===== src/rtl/fifo_rd_packer_if.sv =====
// Read-side packer bus: FIFO read port, flush request and the packed-word stream.
interface fifo_rd_packer_if #(
  parameter int DATA_W     = 8,
  parameter int WORD_BYTES = 4
);
  logic                           empty;
  logic [DATA_W-1:0]              rd_data;
  logic                           ren;
  logic                           flush;
  logic [DATA_W*WORD_BYTES-1:0]   m_data;
  logic [WORD_BYTES-1:0]          m_keep;
  logic                           m_valid;
  logic                           m_ready;
  logic                           busy;

  // Packer side
  modport master (
    input  empty, rd_data, flush, m_ready,
    output ren, m_data, m_keep, m_valid, busy
  );

  // FIFO / downstream / control side
  modport slave (
    output empty, rd_data, flush, m_ready,
    input  ren, m_data, m_keep, m_valid, busy
  );
endinterface


===== src/rtl/fifo_rd_packer.sv =====
// Drains bytes from the FIFO read port and packs WORD_BYTES of them (first byte in
// the LSBs) into one word on a valid/ready stream; flush emits a partial word.
module fifo_rd_packer #(
  parameter int DATA_W     = 8,
  parameter int WORD_BYTES = 4,
  parameter int RD_LAT     = 1
) (
  input  logic                rclk,
  input  logic                rst,
  fifo_rd_packer_if.master    bus
);
  localparam int CW = $clog2(WORD_BYTES + 1);
  localparam int LW = $clog2(WORD_BYTES);
  localparam int IW = $clog2(RD_LAT + 1);
  localparam int SW = CW + IW;

  localparam logic [0:0] FILL = 1'b0;
  localparam logic [0:0] HOLD = 1'b1;

  logic [0:0]                           state;
  logic [CW-1:0]                        cnt;
  logic [LW-1:0]                        lane;
  logic [RD_LAT-1:0]                    vld_pipe;
  logic [IW-1:0]                        inflight;
  logic [SW-1:0]                        occ;
  logic                                 ret;
  logic                                 ren;
  logic                                 flush_pend;
  logic                                 flush_word;
  logic                                 valid_q;
  logic [WORD_BYTES-1:0][DATA_W-1:0]    data_q;
  logic [WORD_BYTES-1:0]                keep_q;
  logic [WORD_BYTES-1:0]                keep_part;

  assign ret  = vld_pipe[RD_LAT-1];
  assign lane = cnt[LW-1:0];
  assign occ  = SW'(cnt) + SW'(inflight);

  // Reads in flight = issued reads still walking the latency pipe
  always_comb begin
    inflight = '0;
    for (int i = 0; i < RD_LAT; i++) inflight = inflight + IW'(vld_pipe[i]);
  end

  // Partial-word mask: one bit per captured byte
  always_comb begin
    keep_part = '0;
    for (int i = 0; i < WORD_BYTES; i++) keep_part[i] = (CW'(i) < cnt);
  end

  // Issue a read only while the word (captured + in flight) still has room;
  // gated by rst so nothing is read while reset is held
  always_comb begin
    ren = rst && (state == FILL) && !bus.empty && !flush_pend &&
          (occ < SW'(WORD_BYTES));
  end

  // Latency pipe tracking accepted reads until their byte returns
  always_ff @(posedge rclk) begin
    if (!rst) begin
      vld_pipe <= '0;
    end else begin
      vld_pipe[0] <= ren;
      for (int i = 1; i < RD_LAT; i++) vld_pipe[i] <= vld_pipe[i-1];
    end
  end

  // Word assembly, hold/handshake and flush sequencing
  always_ff @(posedge rclk) begin
    if (!rst) begin
      state      <= FILL;
      cnt        <= '0;
      data_q     <= '0;
      keep_q     <= '0;
      valid_q    <= 1'b0;
      flush_pend <= 1'b0;
      flush_word <= 1'b0;
    end else begin
      // A flush is always latched; it only takes effect in FILL once reads drain
      if (bus.flush) flush_pend <= 1'b1;
      case (state)
        FILL: begin
          if (ret) begin
            data_q[lane] <= bus.rd_data;
            cnt          <= cnt + CW'(1);
            if (cnt == CW'(WORD_BYTES - 1)) begin
              state      <= HOLD;
              valid_q    <= 1'b1;
              keep_q     <= '1;
              flush_word <= 1'b0;
            end
          end else if (flush_pend && (inflight == '0)) begin
            if (cnt != '0) begin
              // Unused lanes are already zero from the previous accept/reset
              state      <= HOLD;
              valid_q    <= 1'b1;
              keep_q     <= keep_part;
              flush_word <= 1'b1;
            end else if (!bus.flush) begin
              flush_pend <= 1'b0;
            end
          end
        end
        HOLD: begin
          if (bus.m_ready) begin
            state      <= FILL;
            valid_q    <= 1'b0;
            cnt        <= '0;
            data_q     <= '0;
            keep_q     <= '0;
            flush_word <= 1'b0;
            if (flush_word && !bus.flush) flush_pend <= 1'b0;
          end
        end
        default: state <= FILL;
      endcase
    end
  end

  assign bus.ren     = ren;
  assign bus.m_data  = data_q;
  assign bus.m_keep  = keep_q;
  assign bus.m_valid = valid_q;
  assign bus.busy    = valid_q || (cnt != '0) || (inflight != '0) || flush_pend;
endmodule


===== src/flat_wrapper.sv =====
// flat-port wrapper written by rule: the top's interface ports become plain ports
module fifo_rd_packer_flat 
#(
  parameter int DATA_W     = 8,
  parameter int WORD_BYTES = 4,
  parameter int RD_LAT     = 1
)
  (rclk, rst, bus_empty, bus_rd_data, bus_flush, bus_m_ready, bus_ren, bus_m_data, bus_m_keep, bus_m_valid, bus_busy);
  fifo_rd_packer_if #(.DATA_W(DATA_W), .WORD_BYTES(WORD_BYTES)) bus_i ();
  input  logic rclk;
  input  logic rst;
  input wire logic [$bits(bus_i.empty)-1:0] bus_empty;
  input wire logic [$bits(bus_i.rd_data)-1:0] bus_rd_data;
  input wire logic [$bits(bus_i.flush)-1:0] bus_flush;
  input wire logic [$bits(bus_i.m_ready)-1:0] bus_m_ready;
  output wire logic [$bits(bus_i.ren)-1:0] bus_ren;
  output wire logic [$bits(bus_i.m_data)-1:0] bus_m_data;
  output wire logic [$bits(bus_i.m_keep)-1:0] bus_m_keep;
  output wire logic [$bits(bus_i.m_valid)-1:0] bus_m_valid;
  output wire logic [$bits(bus_i.busy)-1:0] bus_busy;
  assign bus_i.empty = bus_empty;
  assign bus_i.rd_data = bus_rd_data;
  assign bus_i.flush = bus_flush;
  assign bus_i.m_ready = bus_m_ready;
  assign bus_ren = bus_i.ren;
  assign bus_m_data = bus_i.m_data;
  assign bus_m_keep = bus_i.m_keep;
  assign bus_m_valid = bus_i.m_valid;
  assign bus_busy = bus_i.busy;
  fifo_rd_packer #(.DATA_W(DATA_W), .WORD_BYTES(WORD_BYTES), .RD_LAT(RD_LAT)) u_core (.rclk(rclk), .rst(rst), .bus(bus_i));
endmodule

===== config.mk =====
export PLATFORM = sky130hd
export DESIGN_NAME = fifo_rd_packer_flat
export DESIGN_NICKNAME = d
export VERILOG_FILES = /design/src/rtl/fifo_rd_packer_if.sv /design/src/rtl/fifo_rd_packer.sv /design/src/flat_wrapper.sv
export SDC_FILE = /design/constraint.sdc
export NUM_CORES = 1
export LEC_CHECK = 0
export ABC_CLOCK_PERIOD_IN_PS = 2100
export CORE_AREA = 8 8 72 74
export CTS_BUF_LIST = sky130_fd_sc_hd__clkbuf_16
export DETAILED_ROUTE_END_ITERATION = 16
export DIE_AREA = 0 0 80 82
export PLACE_DENSITY = 0.77
export SYNTH_ARGS = -nofsm -noshare
export SYNTH_HDL_FRONTEND = slang
export SYNTH_SLANG_ARGS = --single-unit

===== constraint.sdc =====
create_clock -name rclk -period 2.1 [get_ports rclk]
set_input_delay 0.63 -clock rclk [delete_from_list [all_inputs] [get_ports rclk]]
set_output_delay 0.63 -clock rclk [all_outputs]
set_load 0.005 [all_outputs]

==> qor.csv, run 1 <==
stage;metric;value;unit
clock_tree;cts-root-buf;clkbuf_16;
power;peakVddDrop;410;uV
global_routing;grt_overflow;0;
worst_setup_path;crit_buf_inv;2;
worst_setup_path;timing.rr.end;u_core.bus.m_keep[1]$_SDFFE_PN0P_;
finish;fillers;371;
power;p_leak;0.000940;uW
worst_setup_path;critPathTopFamily;simple AND/OR/NAND/NOR gates;
place;finalWeightedCongestion;0.775;
routing;drtPass1Iterations;4;
worst_setup_path;startpoint;bus_empty;
finish;nets;290;
timing;rsz0062_at_grt;yes;
finish;regArea;883;um2
yosys;synth_area_leaders;dfxtp_1 48%, nand3_1 16%, a21oi_1 8.9%, mux2i_1 3.2%, nand2_1 3.2%;
global_routing;grt_pass1_vias;1699;
worst_setup_path;critPathMaxStageDelay;0.48;ns
finish;antennaDiodeCount;0;
timing;fin_crit;2.06;ns
timing;period_share;98.0;%
clock_tree;path_clk_slew;0.06;ns
min_path;hp-class;flop to flop;
yosys;syn-mean-instance-area;8.50;um2
worst_setup_path;r2r_cells;6;
timing;fin_tns_setup;0;ns
finish;drive_gt1_share;12.4;%
routing;antenna_left;0;
timing;finClkSkew;0.00638;ns
clock_tree;h-tree-depth;2;
timing;setup-violations-final;0;
yosys;yosysWarnings;0;
yosys;synth_top_area_share;47.5;%
global_routing;grt_use_total;16.2;%
clock_tree;insertion_delay;0.29;ns
yosys;synth_cell_types;29;
worst_setup_path;r2r_slack;0.31;ns
floorplan;rows;24;
timing;maxSlewHeadroom;67.9;%
place;hpwl;3560;um
yosys;syn_area;1850;um2
global_routing;grt_pass1_wl;8310;um
worst_setup_path;path_class;input port to primary output;
finish;multiInputGateArea;888;um2
yosys;async_reset_ff_share;0;%
floorplan;dieArea;6560;um2
yosys;synthMostInstantiatedCell;nand3_1;
floorplan;die_w;80;um
clock_tree;cts_max_path_buffers;2;
routing;wl;5180;um
worst_setup_path;crit_chain;buf_6, or4_4, nor3_2, buf_2;
worst_setup_path;critPathRequiredTime;1.47;ns
routing;drt_iter0_drc;210;
global_routing;grt_max_degree;41;
worst_setup_path;r2r_start;u_core.cnt[0]$_SDFFE_PN0P_;
yosys;syn_inst;218;
routing;drc;0;
yosys;ys_seq_area_share;47.5;%
worst_setup_path;path_depth;4;
finish;final_area;2630;um2
power;fin_total_pwr;1970;uW
yosys;synth_edf_count;0;
place;postPlaceCellArea;2450;um2
worst_setup_path;end_kind;primary output;
global_routing;antenna_found_initial;0;
worst_setup_path;crit_arrival;1.43;ns
clock_tree;cts_tree;done;
yosys;synth_nets;235;
flow_run;drv_cap;0;
finish;area_delta_synth_final;41.9;%
floorplan;initial_core_util;44.7;%
outcome;run_status;completed;
finish;utilization;63.4;%
timing;fmax;0.486;GHz
floorplan;core_area;4140;um2
worst_setup_path;path_max_fanout;2;
timing;drv_slew;0;
place;io_buffers;51;
routing;vias;1777;
floorplan;die_height;82;um
worst_setup_path;slowest_stage;or4_4;
clock_tree;cts_inserted_buffers;5;
routing;routed_via_density;5.45;
timing;hold_violations;0;
timing;worst_slew_pin_slew;0.481;ns
power;powerDensity;750;nW/um2
worst_setup_path;worstSetupStartpointType;input port;
floorplan;ios;52;
yosys;yosys_register_bits;44;
worst_setup_path;crit_end;bus_ren;
yosys;ys.flop_type;dfxtp_1;
routing;routedWlPerCell;15.9;um
yosys;yosysTopAreaCell;dfxtp_1;
clock_tree;ctsHoldBuffers;0;
yosys;ys_top_cells_by_count;59 x nand3_1, 44 x dfxtp_1, 33 x a21oi_1;
clock_tree;clkSinkCount;44;
-- cell families after synthesis --
logic type / after synthesis / share of synthesized area, %
multiplexers: 6 / 3.24
buffers and inverters: 21 / 5.13
AO/OA/AOI/OAI: 41 / 12.9
AND/OR/NAND/NOR: 102 / 28.5
flip-flops: 44 / 47.5
adder cells (fa/ha/maj): 4 / 2.70
-- worst min-delay path by stage --
stage	depth (start not counted)	to	slack (ns)	startpoint
floorplan	2	u_core.flush_word$_SDFFE_PN0P_	0.44	u_core.flush_word$_SDFFE_PN0P_
global placement	2	u_core.bus.m_keep[3]$_SDFFE_PN0P_	0.45	u_core.bus.m_keep[3]$_SDFFE_PN0P_
detailed placement	2	u_core.bus.m_keep[3]$_SDFFE_PN0P_	0.46	u_core.bus.m_keep[3]$_SDFFE_PN0P_
CTS	2	u_core.bus.m_keep[3]$_SDFFE_PN0P_	0.47	u_core.bus.m_keep[3]$_SDFFE_PN0P_
global route	2	u_core.bus.m_keep[2]$_SDFFE_PN0P_	0.48	u_core.bus.m_keep[2]$_SDFFE_PN0P_
finish	2	u_core.bus.m_keep[2]$_SDFFE_PN0P_	0.47	u_core.bus.m_keep[2]$_SDFFE_PN0P_
-- metal layers --
layer	GRT usage [%]	routed length, um
met2	27.1	2630
met3	2.52	199
met1	19.8	2260
met5	0	0
met4	8.18	82
-- final cells by class --
type | instances | share of cell area, %
Inverter | 4 | 0.571
Clock inverter | 3 | 1.76
Clock buffer | 5 | 4.76
Tap cell | 52 | 2.48
Timing Repair Buffer | 65 | 23.0
Sequential cell | 44 | 33.6
Multi-Input combinational cell | 153 | 33.8
-- repair_timing --
action	CTS	global route
setup buffers	1	0
pin swaps	2	1
cloned	0	0
gates resized for setup	19	0
endpoints found under the setup margin	2	1
-- state kept, by name (all words and copies together) (netlist names) --
signal and flops:
u_core.bus.m_keep 4, u_core.flush_pend 1, u_core.bus.m_valid 1, u_core.ret 1, u_core.bus.m_data 32, u_core.flush_word 1, u_core.state 1, u_core.cnt 3
-- per-stage QoR --
stage	cells	hold slack, ns	setup WS, ns
6_report	326	0.466	0.0427
5_1_grt	326	0.482	-0.00668
4_1_cts	326	0.469	-0.0114
3_5_place_dp	317	0.460	-0.858
3_3_place_gp	317	0.448	-0.837
2_1_floorplan	218	0.438	0.136
-- placed cells by master, fill, tap and decap left out, types with 2 or more instances in the layout --
cell type,synthesis,layout
a211oi_1,2,2
buf_4,1,14
dfxtp_1,44,42
nand3b_1,4,4
dfxtp_2,0,2
mux2i_1,6,6
nand2b_1,3,3
inv_1,4,3
nor3_1,4,3
nand2_1,16,16
or3_1,2,2
o21ai_0,2,2
a21oi_1,33,33
ha_1,4,4
nor2b_1,3,3
nand3_1,59,59
nor2_1,6,5
buf_2,4,2
clkbuf_16,0,5
clkdlybuf4s50_1,0,47
-- tightest hold or removal path, stage by stage (launching register included) --
cell	delay, ns
dfxtp_1	0.31
nand2_1	0.05
mux2i_1	0.06
-- power breakdown --
part           switching (uW)  total (uW)  internal [uW]
Combinational             112         211           98.9
Sequential               11.4         867            855
Clock                     328         893            565
(Power assumes the default switching activity.)
==> run 2, diff against run 1 <==
--- a/config.mk
+++ b/config.mk
@@ -5,7 +5,6 @@
 export SDC_FILE = /design/constraint.sdc
 export NUM_CORES = 1
 export LEC_CHECK = 0
-export ABC_CLOCK_PERIOD_IN_PS = 2100
 export CORE_AREA = 8 8 72 74
 export CTS_BUF_LIST = sky130_fd_sc_hd__clkbuf_16
 export DETAILED_ROUTE_END_ITERATION = 16
==> results of run 2 <==
The final DEF is identical to that of run 1; final timing and power are the same.
